File: src/rtl/alu16_pkg.sv
// Shared ALU definitions: operation codes decoded by both the CPU and alu16.
package alu16_pkg;

  localparam int DATA_W = 16;

  localparam logic [3:0] LOADB = 4'h3;
  localparam logic [3:0] SHR   = 4'h7;
  localparam logic [3:0] SHL   = 4'h8;
  localparam logic [3:0] ADD   = 4'h9;
  localparam logic [3:0] CMP   = 4'hA;
  localparam logic [3:0] NOT   = 4'hB;
  localparam logic [3:0] AND   = 4'hC;
  localparam logic [3:0] OR    = 4'hD;
  localparam logic [3:0] XOR   = 4'hE;

endpackage

File: src/rtl/alu16.sv
// 16-bit ALU: combinational operation mux feeding a single output register stage.
module alu16
  import alu16_pkg::*;
(
  input  logic              clk,
  input  logic              reset,
  input  logic [DATA_W-1:0] A,
  input  logic [DATA_W-1:0] B,
  input  logic [3:0]        aluop,
  output logic [DATA_W-1:0] Y,
  output logic              carry,
  output logic              zero
);

  logic [DATA_W-1:0] y_p0;
  logic              carry_p0;
  logic [DATA_W:0]   sum_p0;

  assign sum_p0 = {1'b0, A} + {1'b0, B};

  always_comb begin
    y_p0     = '0;
    carry_p0 = 1'b0;
    case (aluop)
      LOADB: y_p0 = B;
      SHR:   y_p0 = A >> B[3:0];
      SHL:   y_p0 = A << B[3:0];
      ADD: begin
        y_p0     = sum_p0[DATA_W-1:0];
        carry_p0 = sum_p0[DATA_W];
      end
      // lessThan in the MSB, equal just below it, remaining bits clear
      CMP:   y_p0 = {(A < B), (A == B), {(DATA_W-2){1'b0}}};
      NOT:   y_p0 = ~A;
      AND:   y_p0 = A & B;
      OR:    y_p0 = A | B;
      XOR:   y_p0 = A ^ B;
      default: y_p0 = '0;
    endcase
  end

  // Output register stage
  always_ff @(posedge clk or negedge reset) begin
    if (!reset) begin
      Y     <= '0;
      carry <= 1'b0;
      zero  <= 1'b1;
    end else begin
      Y     <= y_p0;
      carry <= carry_p0;
      zero  <= (y_p0 == '0);
    end
  end

endmodule

File: config.mk
export PLATFORM = sky130hd
export DESIGN_NAME = alu16
export DESIGN_NICKNAME = d
export VERILOG_FILES = /design/src/rtl/alu16_pkg.sv /design/src/rtl/alu16.sv
export SDC_FILE = /design/constraint.sdc
export NUM_CORES = 1
export LEC_CHECK = 0
export ABC_AREA = 1
export BUFFER_PORTS_ARGS = -buffer_cell sky130_fd_sc_hd__buf_2
export CORE_ASPECT_RATIO = 1.5
export CORE_MARGIN = 5
export CORE_UTILIZATION = 55
export CTS_CLUSTER_DIAMETER = 80
export CTS_CLUSTER_SIZE = 40
export DETAILED_ROUTE_END_ITERATION = 7
export PLACE_DENSITY = 0.77
export REMOVE_ABC_BUFFERS = 1
export SYNTH_ARGS = -nofsm -noshare
export SYNTH_HDL_FRONTEND = slang
export SYNTH_SLANG_ARGS = --single-unit
File: constraint.sdc
create_clock -name clk -period 2.07 [get_ports clk]
set_clock_uncertainty 0.1 [all_clocks]
set_input_delay 0.414 -clock clk [delete_from_list [all_inputs] [get_ports clk]]
set_output_delay 0.414 -clock clk [all_outputs]
set_load 0.1 [all_outputs]
==> flow_summary.yaml <==
worst_hold_path:
  hold_class: "in -> async"
yosys:
  synth_cell_types: 36
  synth_cells: 801
  yosys.area_share.simple_pct: 51.9
  ys_seq_elements: 18
  synth_top_family_by_area: "simple AND/OR/NAND/NOR gates"
  synth_xor_area_share_pct: 0
  synth.cell_area_um2: 4340
  ys_seq_area_share_pct: 10.4
  synth.avg_cell_area_um2: 5.42
  synth_mux_area_share_pct: 0
  synth_warnings: 0
  synthAdderAreaFrac_pct: 14.6
  synth-compound-area-share_pct: 8.97
clock_network:
  clock_sinks: 18
  htree_levels: 1
  path_clk_slew_ns: 0.05
  clock_path_buffers: 2
  cts_buffers: 3
  cts_tree: "built"
  cts_root_buffer: "clkbuf_16"
global_routing:
  grt_pass1_wl_um: 27800
  grt_usage_pct: 36.3
  grt_pass1_vias: 5821
  grt_max_degree: 35
  grt-ovfl-total: 0
  antenna_found_initial: 1
power_and_ir_drop:
  vdd_ir_drop_max_uv: 497
  power_density_nw_per_um2: 392
  pwr-share-comb_pct: 67.3
  power_leakage_nw: 3.67
  p_switching_mw: 1.21
  swShare_pct: 48.3
  p_int_mw: 1.29
  p_seq_share_pct: 15.9
  clockPowerShare_pct: 16.8
floorplan:
  core_um2: 7660
  num_rows: 39
  start_util_pct: 56.7
  dieArea_um2: 9810
  ioPinCount: 56
  die_x_um: 82.5
  die_h_um: 119
timing:
  fin_crit_ns: 2.11
  worst_pin_slew_ns: 0.622
  finalCritPeriodShare_pct: 102
  max_freq_ghz: 0.475
  slew_headroom_pct: 58.5
  hold_viol_final: 0
  slew_violations: 0
  rsz0062_at_grt: "yes"
  setup_violations: 1
  worst_slack_ns: -0.0365
  setup_tns_ns: -0.0365
finish:
  final_cell_mix: "nand2_1, buf_4, nand3_1"
  layout_commonest_cell: "nand2_1"
  drive_gt1_share_pct: 33.0
  num_antenna_cells: 0
  multi_input_area_um2: 3660
  finalNetCount: 1083
  n_fill_cell: 559
  seq_area_um2: 452
  area_growth_pct: 46.7
detailed_routing:
  routed_wl_um: 19400
  vias: 6389
  drtPass1Iterations: 8
  drtIter0Drc: 834
  vias_per_cell: 5.83
  wire_per_inst_um: 17.7
  drc_errors: 0
  ant_nets: 0
critical_path:
  required_ns: 2.15
  crit_fanout: 4
  startpoint_type: "primary input"
  cp_data_arrival_time_ns: 2.19
  crit_type: "in -> reg"
  endpoint_kind: "register"
placed_design:
  place_ws_ns: -0.389
  port_buffers: 55
  gp_congestion: 1.02
  place_hpwl_um: 14700
run_status:
  outcome: "finished with violations"
  violations: "negative setup slack"
job:
  maxCapViolCount: 0
through the flow:
| step | util (%) | hold WS [ns] | power, mW | area (um2) | cells |
|---|---|---|---|---|---|
| 3_5_place_dp | 75.2 | 0.252 | 1.86 | 5760 | 1083 |
| 3_3_place_gp | 75.2 | 0.243 | 1.83 | 5760 | 1083 |
| 5_1_grt | 83.1 | 0.583 | 2.62 | 6370 | 1096 |
| 4_1_cts | 77.5 | 0.530 | 2.30 | 5940 | 1089 |
| 6_report | 83.1 | 0.526 | 2.49 | 6370 | 1096 |
| 2_1_floorplan | - | 0.0184 | 1.25 | 4200 | 779 |
synth_stat cells (all sizes together):
library cell / instances / share of area [%]
o21a: 2 / 0.35
dfrtp: 17 / 9.8
o21ai: 23 / 2.7
nand4: 5 / 0.72
and2: 6 / 0.92
nor3: 8 / 1.0
nor2: 85 / 7.9
nand3b: 4 / 0.69
inv: 125 / 11
a21oi: 26 / 3.2
ha: 49 / 14
buf: 19 / 2.9
nand3: 130 / 15
clkbuf: 3 / 0.26
or2: 2 / 0.29
o22ai: 11 / 1.6
o211ai: 6 / 1.0
fa: 1 / 0.46
clkinv: 1 / 0.086
a211oi: 1 / 0.17
dfstp: 1 / 0.61
nand2: 276 / 25
registers in the layout (all words and copies together), names as in the netlist:
signal  count
Y          16
carry       1
zero        1
repair_timing:
action / CTS / global route
resized for setup: 16 / 87
hold endpoints to repair: 17 / 0
hold buffers: 1 / 0
endpoints found under the setup margin: 2 / 6
buffers inserted: 1 / 6
pin swaps: 7 / 26
gates cloned: 0 / 1
cell type report:
type | instances | area share [%]
repair buffers | 211 | 24.5
flip-flops and latches | 18 | 7.09
clock buffers | 4 | 1.39
well taps | 102 | 2.00
multi-input cells | 635 | 57.5
inverters | 126 | 7.50
routing by layer:
metal / GRT usage (%) / vias to the layer above / wire length [um]
met5: 0 / - / 12
met4: 23.5 / 2 / 1740
met3: 4.19 / 159 / 1780
met2: 62.2 / 470 / 9340
met1: 40.8 / 2833 / 6550
li1: - / 2925 / -
kinds of logic after synthesis:
family                     Yosys count
AOI/OAI and AO/OA                   69
DFF                                 18
buffers and inverters              148
adders and majority gates           50
and+or+nand+nor                    516
worst max-delay path: stages:
cell      delay (ns)
buf_2           0.13
inv_1           0.09
ha_4            0.29
nand2_1         0.09
inv_1           0.07
nand3b_1        0.11
nand2_2         0.13
nand2_1         0.08
nand3_1         0.13
nand2_1         0.10
nor2_2          0.14
nand2_1         0.08
nor2_1          0.14
nand2_1         0.10
nor2_1          0.10
final timing paths:
kind / start / to
worst min-delay path: reset / Y[12]
max in group asynchronous: reset / zero
worst max-delay path: B[3] / zero
min in group clk: aluop[2] / carry
power groups by stage:
| stage | clock (mW) | sequential (mW) | combinational [mW] |
|---|---|---|---|
| after floorplan | 0 | 0.671 | 0.579 |
| after CTS | 0.415 | 0.396 | 1.49 |
| after global placement | 0 | 0.401 | 1.43 |
| after detailed placement | 0 | 0.401 | 1.46 |
| final | 0.419 | 0.396 | 1.68 |
| after global routing | 0.426 | 0.400 | 1.79 |
(Power assumes the default switching activity.)
